<file path="src/rtl/sync_fifo_flags.sv">
// Synchronous FIFO with occupancy count, threshold flags and error pulses.
// Ports: clk, rst (sync, active-high); w_data/w_enable write side;
// r_enable/r_data read side; full, empty, almost_full, almost_empty,
// count, overflow, underflow status. Define SYNC_FIFO_FWFT_EN for
// first-word-fall-through reads; default is a registered r_data.
module sync_fifo_flags #(
  parameter int WIDTH     = 8,
  parameter int DEPTH     = 8,
  parameter int AFULL_TH  = DEPTH - 2,
  parameter int AEMPTY_TH = 2
) (
  input  logic                     clk,
  input  logic                     rst,
  input  logic [WIDTH-1:0]         w_data,
  input  logic                     w_enable,
  input  logic                     r_enable,
  output logic [WIDTH-1:0]         r_data,
  output logic                     full,
  output logic                     empty,
  output logic                     almost_full,
  output logic                     almost_empty,
  output logic [$clog2(DEPTH):0]   count,
  output logic                     overflow,
  output logic                     underflow
);

  localparam int AW = $clog2(DEPTH);
  localparam int CW = AW + 1;

  logic [WIDTH-1:0] mem_q [DEPTH];
  logic [CW-1:0]    wptr_q, wptr_d;
  logic [CW-1:0]    rptr_q, rptr_d;
  logic [CW-1:0]    count_q, count_d;
  logic             ovf_q, ovf_d;
  logic             unf_q, unf_d;
  logic             wr_acc, rd_acc;

  // Flags decode the registered count only.
  always_comb begin
    full         = (count_q == CW'(DEPTH));
    empty        = (count_q == '0);
    almost_full  = (count_q >= CW'(AFULL_TH));
    almost_empty = (count_q <= CW'(AEMPTY_TH));
  end

  always_comb begin
    wr_acc  = w_enable && !full;
    rd_acc  = r_enable && !empty;
    wptr_d  = wptr_q + {{AW{1'b0}}, wr_acc};
    rptr_d  = rptr_q + {{AW{1'b0}}, rd_acc};
    count_d = count_q
            + {{AW{1'b0}}, wr_acc}
            - {{AW{1'b0}}, rd_acc};
    ovf_d   = w_enable && full;
    unf_d   = r_enable && empty;
  end

  always_ff @(posedge clk) begin
    if (rst) begin
      wptr_q  <= '0;
      rptr_q  <= '0;
      count_q <= '0;
      ovf_q   <= 1'b0;
      unf_q   <= 1'b0;
    end else begin
      wptr_q  <= wptr_d;
      rptr_q  <= rptr_d;
      count_q <= count_d;
      ovf_q   <= ovf_d;
      unf_q   <= unf_d;
    end
  end

  // Storage is not cleared by reset; only the pointers are.
  always_ff @(posedge clk) begin
    if (!rst && wr_acc) begin
      mem_q[wptr_q[AW-1:0]] <= w_data;
    end
  end

`ifdef SYNC_FIFO_FWFT_EN
  assign r_data = mem_q[rptr_q[AW-1:0]];
`else
  logic [WIDTH-1:0] rdata_q;

  always_ff @(posedge clk) begin
    if (rst) begin
      rdata_q <= '0;
    end else if (rd_acc) begin
      rdata_q <= mem_q[rptr_q[AW-1:0]];
    end
  end

  assign r_data = rdata_q;
`endif

  assign count     = count_q;
  assign overflow  = ovf_q;
  assign underflow = unf_q;

endmodule

</file>
<file path="config.mk">
export PLATFORM = sky130hd
export DESIGN_NAME = sync_fifo_flags
export DESIGN_NICKNAME = d
export VERILOG_FILES = /design/src/rtl/sync_fifo_flags.sv
export SDC_FILE = /design/constraint.sdc
export NUM_CORES = 1
export LEC_CHECK = 0
export ABC_CLOCK_PERIOD_IN_PS = 4220
export BUFFER_PORTS_ARGS = -buffer_cell sky130_fd_sc_hd__buf_2
export CAP_MARGIN = 20
export CORE_UTILIZATION = 53
export DETAILED_ROUTE_END_ITERATION = 8
export GPL_ROUTABILITY_DRIVEN = 0
export PLACE_DENSITY_LB_ADDON = 0.12
export SLEW_MARGIN = 20
export SYNTH_ARGS = -nofsm -noshare
export SYNTH_HDL_FRONTEND = slang
export SYNTH_SLANG_ARGS = --single-unit
</file>
<file path="constraint.sdc">
create_clock -name clk -period 4.22 [get_ports clk]
set_clock_uncertainty 0.15 [all_clocks]
set_input_delay 0.211 -clock clk [delete_from_list [all_inputs] [get_ports clk]]
set_output_delay 0.211 -clock clk [all_outputs]
set_load 0.005 [all_outputs]
</file>
==> metrics, run 1 <==
status complete, no violations; worst-case vdd ir drop 0.336 mV; Die Height 82.1 um; Synth top area share between 50% and 60%; WP data arrival 2480 ps; CP Class flip-flop to flip-flop; fill cell count slightly below 500; Synth async-reset ratio 0%; most frequent cell after synthesis edfxtp_1; total power 2.05 mW; initial core utilization 56.2%; design area 0.00383 mm^2; Slew Viols, Final 0; ANT cells 0; Longest Clk Path Bufs 2; worst-path cell chain inv_1 -> ha_1 -> nand2_1 -> and2_1 -> ha_1 -> inv_1 -> ha_1 -> inv_1 -> fa_1 -> xor2_1 -> nor2_1; Die Width 82.1 um; Rel. slew slack 31.1%; Die ar. 0.00675 mm^2; DRT antenna net count 0; FF+latch count, synth 84; Netlist cell types 30; number of synthesized flops with an enable pin 64; Hold Startpoint rst; DR DRC count 0; largest net degree at the start of global routing 34; CTS tree done; Port Buffers 29; Startpoint Class flip-flop; Leakage Power 1.39 nW; r2r startpoint count[3]; DP Area 0.00357 mm^2; Worst setup EP type flip-flop; final critical-path share of the clock period 56.9%; RSZ-0062 raised after global routing false; CTS buffer count 9; DRT Pass-1 Iters 5; initial antenna violation count 0; Max Fclk 417 MHz; critical path required time 4300 ps; Worst path max stage delay 380 ps; Clock Latency Late Sink 350 ps; Post CTS Setup Buffer Count 0; placed cell count 316; DRT iter0 DRCs 80; worst-margin pin slew 1030 ps; Nets ~290; CTS H-tree depth 3; Avg WL per Cell 18.0 um; setup TNS 0 ps; final hold slack ~30 ps; grt ovf 0; number of global-route vias before repair 1815; Setup-failing EPs final 0; wirelength, routed 6.16 mm; Top FF cell, synth edfxtp_1; area delta synth->final 12.5%; min Tclk post-route 2400 ps; total clock sinks 84; Global Route Usage Sum 20.9%; pwr dens 535 mW/mm^2; Cell Area, Synth 0.00340 mm^2; clock root cell clkbuf_8; Clock transition at path regs 80 ps; worst hold path depth 2; Synth Instances 220; Worst Path Max Fanout 4; CORE AREA 0.00606 mm^2; commonest cells in the netlist 64 x edfxtp_1, 32 x mux2i_1, 20 x dfxtp_1, 17 x nor2_1, 16 x a22oi_1; Non-Filler Instances 341; Post-DP HPWL 3.94 mm; Synth Warn # 0; Worst Hold Endpoint count[1]; largest area contributor in the synthesized netlist edfxtp_1; R2R Setup Slk approximately 1800 ps; R2R cell count 11; slowest stage cell, crit path fa_1; I/O pins 30; FF-to-FF End count[2]; Synth area leaders edfxtp_1 56%, dfxtp_1 12%, mux2i_1 9.4%; total of max-cap violations 0; register area share after synthesis 68.2%; via density per instance 5.48; Site Rows 28; Hold Path Class primary input to flip-flop; Final Hold Fails 0; Post-Syn Area per Cell 15.5 um^2; layout cell share with drive strength beyond 1 19.2%; first-pass GRT wire length approximately 9.4 mm; overall via count from detail_route between 1500 and 2000; net count after synthesis roughly 250
[metal layers]
layer,vias up,track usage [%],part of all wire [%],routed length [um]
met1,907,25.8,45,2780
met4,0,8.25,2.3,144
met5,-,0,0,0
li1,909,-,-,-
met2,40,33.9,49,3020
met3,13,7.03,3.5,217
[critical path: cells and delay by family, from the launching register on]
family                   cells  cell delay (ps)
buffers and inverters        3              220
AND/OR/NAND/NOR              3              400
XOR/XNOR                     1              160
flip-flops                   1              340
adder cells (fa/ha/maj)      4             1010
[layout by cell type, fill, tap and decap left out, drive strengths merged, types with 3 or more instances in the layout]
cell         count
clkinv           4
nand2            8
a22oi           16
nand2b           4
edfxtp          64
nor2            18
ha              12
clkbuf           9
a32o             8
dfxtp           20
clkinvlp         3
inv              9
nor2b            7
dlygate4sd3      9
mux2i           32
xnor2            3
buf             29
[report_power, final]
group	internal, mW	total [mW]	switching (mW)
registers	0.964	1.07	0.110
clock network	0.209	0.485	0.276
logic	0.258	0.488	0.230
[logic make-up (layout without fill, tap and decap cells)]
| logic type | count (synthesis) | count (layout) | share of synthesized area [%] |
|---|---|---|---|
| compound gates | 28 | 28 | 6.76 |
| xor+xnor | 4 | 4 | 1.03 |
| fa+ha+maj | 13 | 13 | 5.00 |
| buf+inv | 17 | 63 | 3.23 |
| flops | 84 | 84 | 68.2 |
| mux | 32 | 32 | 9.41 |
| simple gates | 42 | 42 | 6.32 |
[cell type report]
cell class              instances  area (um^2)  share of cell area, %
inverters                       9         33.8                  0.882
well taps                      75         93.8                   2.45
multi-input cells             119          976                   25.5
clock buffers                   9          124                   3.23
clock inverters                 7         43.8                   1.14
repair buffers                 38          235                   6.14
flip-flops and latches         84         2320                   60.7
[through the flow]
| stage | worst slack (ps) | util, % |
|---|---|---|
| 2_1_floorplan | 2030 | - |
| 3_3_place_gp | 1690 | 58.9 |
| 3_5_place_dp | 1820 | 58.9 |
| 4_1_cts | 1810 | 63.0 |
| 5_1_grt | 1660 | 63.2 |
| 6_report | 1820 | 63.2 |
[sequential cells by signal, summed over array words and instances (netlist names)]
name / cells
mem_q: 64
r_data: 8
count: 4
rptr_q: 3
wptr_q: 3
overflow: 1
underflow: 1
[repair_timing]
item | in CTS | in global routing
hold buffers | 8 | 1
hold endpoints to repair | 57 | 1
setup endpoints to repair | 0 | 0
resized for setup | 0 | 0
[worst max path at each step]
stage	startpoint	end	cells after the start
after floorplan	count[2]	count[2]	11
after global placement	count[2]	mem_q[1][3]	7
after detailed placement	count[3]	count[2]	11
after CTS	count[3]	count[2]	11
after global routing	count[3]	count[2]	11
final	count[3]	count[2]	11
No activity file was read; power rests on OpenSTA's default activity.
==> run 2, diff against run 1 <==
Settings changed: ABC_CLOCK_PERIOD_IN_PS 4220 to 2500.
Clock period 4.22 ns to 2.5 ns, I/O delays scaled along.
==> run 2 against run 1 <==
Non-clock buffer count is 17 higher. Setup slack worse by 1600 ps. Power is 83% higher. Sequential cell count stayed put. Critical endpoint unchanged.
==> metrics, run 2 (same netlist as run 1, synthesis figures left out) <==
worst-margin pin slew 601 ps (-433 ps); Setup-failing EPs final 0 (unchanged); CTS H-tree depth 3 (unchanged); most common cell after layout, fill and taps aside edfxtp_1; first-pass GRT wire length 9.53 mm (+1.2%); Port Buffers 29 (unchanged); CORE AREA 0.00606 mm^2 (unchanged); total of max-cap violations 0 (unchanged); Rel. slew slack 59.9% (+29 points); max reg flops 64 (unchanged); total clock sinks 84 (unchanged); R2R Setup Slk 200 ps (-1620 ps); status complete, no violations; Slew Viols, Final 0 (unchanged); overall via count from detail_route 1962 (+5.0%); critical path required time 2580 ps (-1720 ps); Die Width 82.1 um (unchanged); pwr dens 932 mW/mm^2 (+74%); WP data arrival 2380 ps (-100 ps); final critical-path share of the clock period 91.9% (+35 points); min Tclk post-route 2300 ps (-102 ps); most frequent cells in the layout 64 x edfxtp_1, 32 x mux2i_1, 29 x buf_2; RSZ-0062 raised after global routing false; via density per instance 5.48 (about the same); fill cell count 455 (-6.0%); Max Fclk 435 MHz (+4.4%); clock root cell clkbuf_8; Die Height 82.1 um (unchanged); Longest Clk Path Bufs 2 (unchanged); Worst setup EP type flip-flop; DR DRC count 0 (unchanged); Avg WL per Cell 18.2 um (+0.67%); DRT Pass-1 Iters 4 (-1); number of global-route vias before repair 1845 (+1.7%); Site Rows 28 (unchanged); area delta synth->final 17.9%; Final Hold Fails 0 (unchanged); Die ar. 0.00675 mm^2 (unchanged); setup TNS 0 ps (unchanged); DRT iter0 DRCs 62 (-23%); Leakage Power 1.50 nW (+8.4%); wirelength, routed 6.51 mm (+5.7%); initial core utilization 56.2% (unchanged); Clock transition at path regs 80 ps (about the same); CTS tree done; DRT antenna net count 0 (unchanged); Nets 303 (+5.9%); worst-case vdd ir drop 0.554 mV (+65%); Global Route Usage Sum 20.8% (-0.055 points); total power 3.74 mW (+83%); grt ovf 0 (unchanged); largest net degree at the start of global routing 20 (-41%); Hold Path Class flip-flop to flip-flop; Post-DP HPWL 4.11 mm (+4.3%); Worst Path Max Fanout 4 (unchanged); I/O pins 30 (unchanged); CP Class flip-flop to flip-flop; CTS buffer count 9 (unchanged); Clock Latency Late Sink 340 ps (about the same); layout cell share with drive strength beyond 1 23.7% (+4.5 points); initial antenna violation count 0 (unchanged); ANT cells 0 (unchanged); Startpoint Class flip-flop
[run 2: cell types whose count changed in the layout (fill, tap and decap cells not counted), moves of 2 or more]
cell and delta:
dlygate4sd3_1 +2, buf_4 +15, clkbuf_1 +2, clkinvlp_4 -3
bufinv_16 +2
[run 2: layout make-up]
type                            count  area (um^2)  share of cell area [%]
Inverter                            9         33.8                   0.842
Multi-Input combinational cell    119          977                    24.3
Sequential cell                    84         2320                    57.9
Clock buffer                       12          145                    3.62
Clock inverter                      4         72.6                    1.81
Timing Repair Buffer               55          368                    9.16
Tap cell                           75         93.8                    2.34
[run 2: repair_timing]
item                                   in CTS  in global routing
gates resized for setup                     0                  3
endpoints found under the hold margin      76                  0
hold buffers                               11                  0
setup endpoints to repair                   0                  2
setup buffers                               0                  0
[run 2: path summary, 6_finish.rpt]
kind                   from        end  cells after the start
setup / recovery   count[3]   count[2]                     11
hold / removal    r_data[6]  r_data[6]                      1
setup reg to reg   count[3]   count[2]                     11
hold reg to reg   r_data[6]  r_data[6]                      1
[run 2: through the flow]
stage	std cells	area [um^2]	util, %	hold slack, ps	setup WS [ps]
after detailed placement	331	3680	60.7	246	184
after floorplan	220	3400	-	73.9	310
after global routing	358	4010	66.2	344	12.1
after CTS	358	4010	66.1	320	167
final	358	4010	66.2	316	202
after global placement	331	3680	60.7	239	233
[run 2: per-layer routing]
metal / share of wire, % / vias up / GRT usage (%)
met3: 3.8 / 9 / 5.05
met1: 45 / 980 / 27.1
met2: 50 / 37 / 33.1
met4: 1.6 / 0 / 9.47
met5: 0 / - / 0
li1: - / 936 / -
[run 2: report_power, final]
part	internal (mW)	switching [mW]	leakage, nW
Sequential	1.63	0.0729	0.742
Clock	0.590	0.460	0.108
Combinational	0.472	0.519	0.654
Total	2.69	1.05	1.50
[run 2: critical path, stage by stage, from the launching register on]
cell and delay, ps:
dfxtp_1 340, inv_1 120, ha_1 190, nand2_2 80, and2_1 190, ha_1 290
inv_1 50, ha_1 150, inv_1 50, fa_1 380, xor2_1 140, nor2_1 50
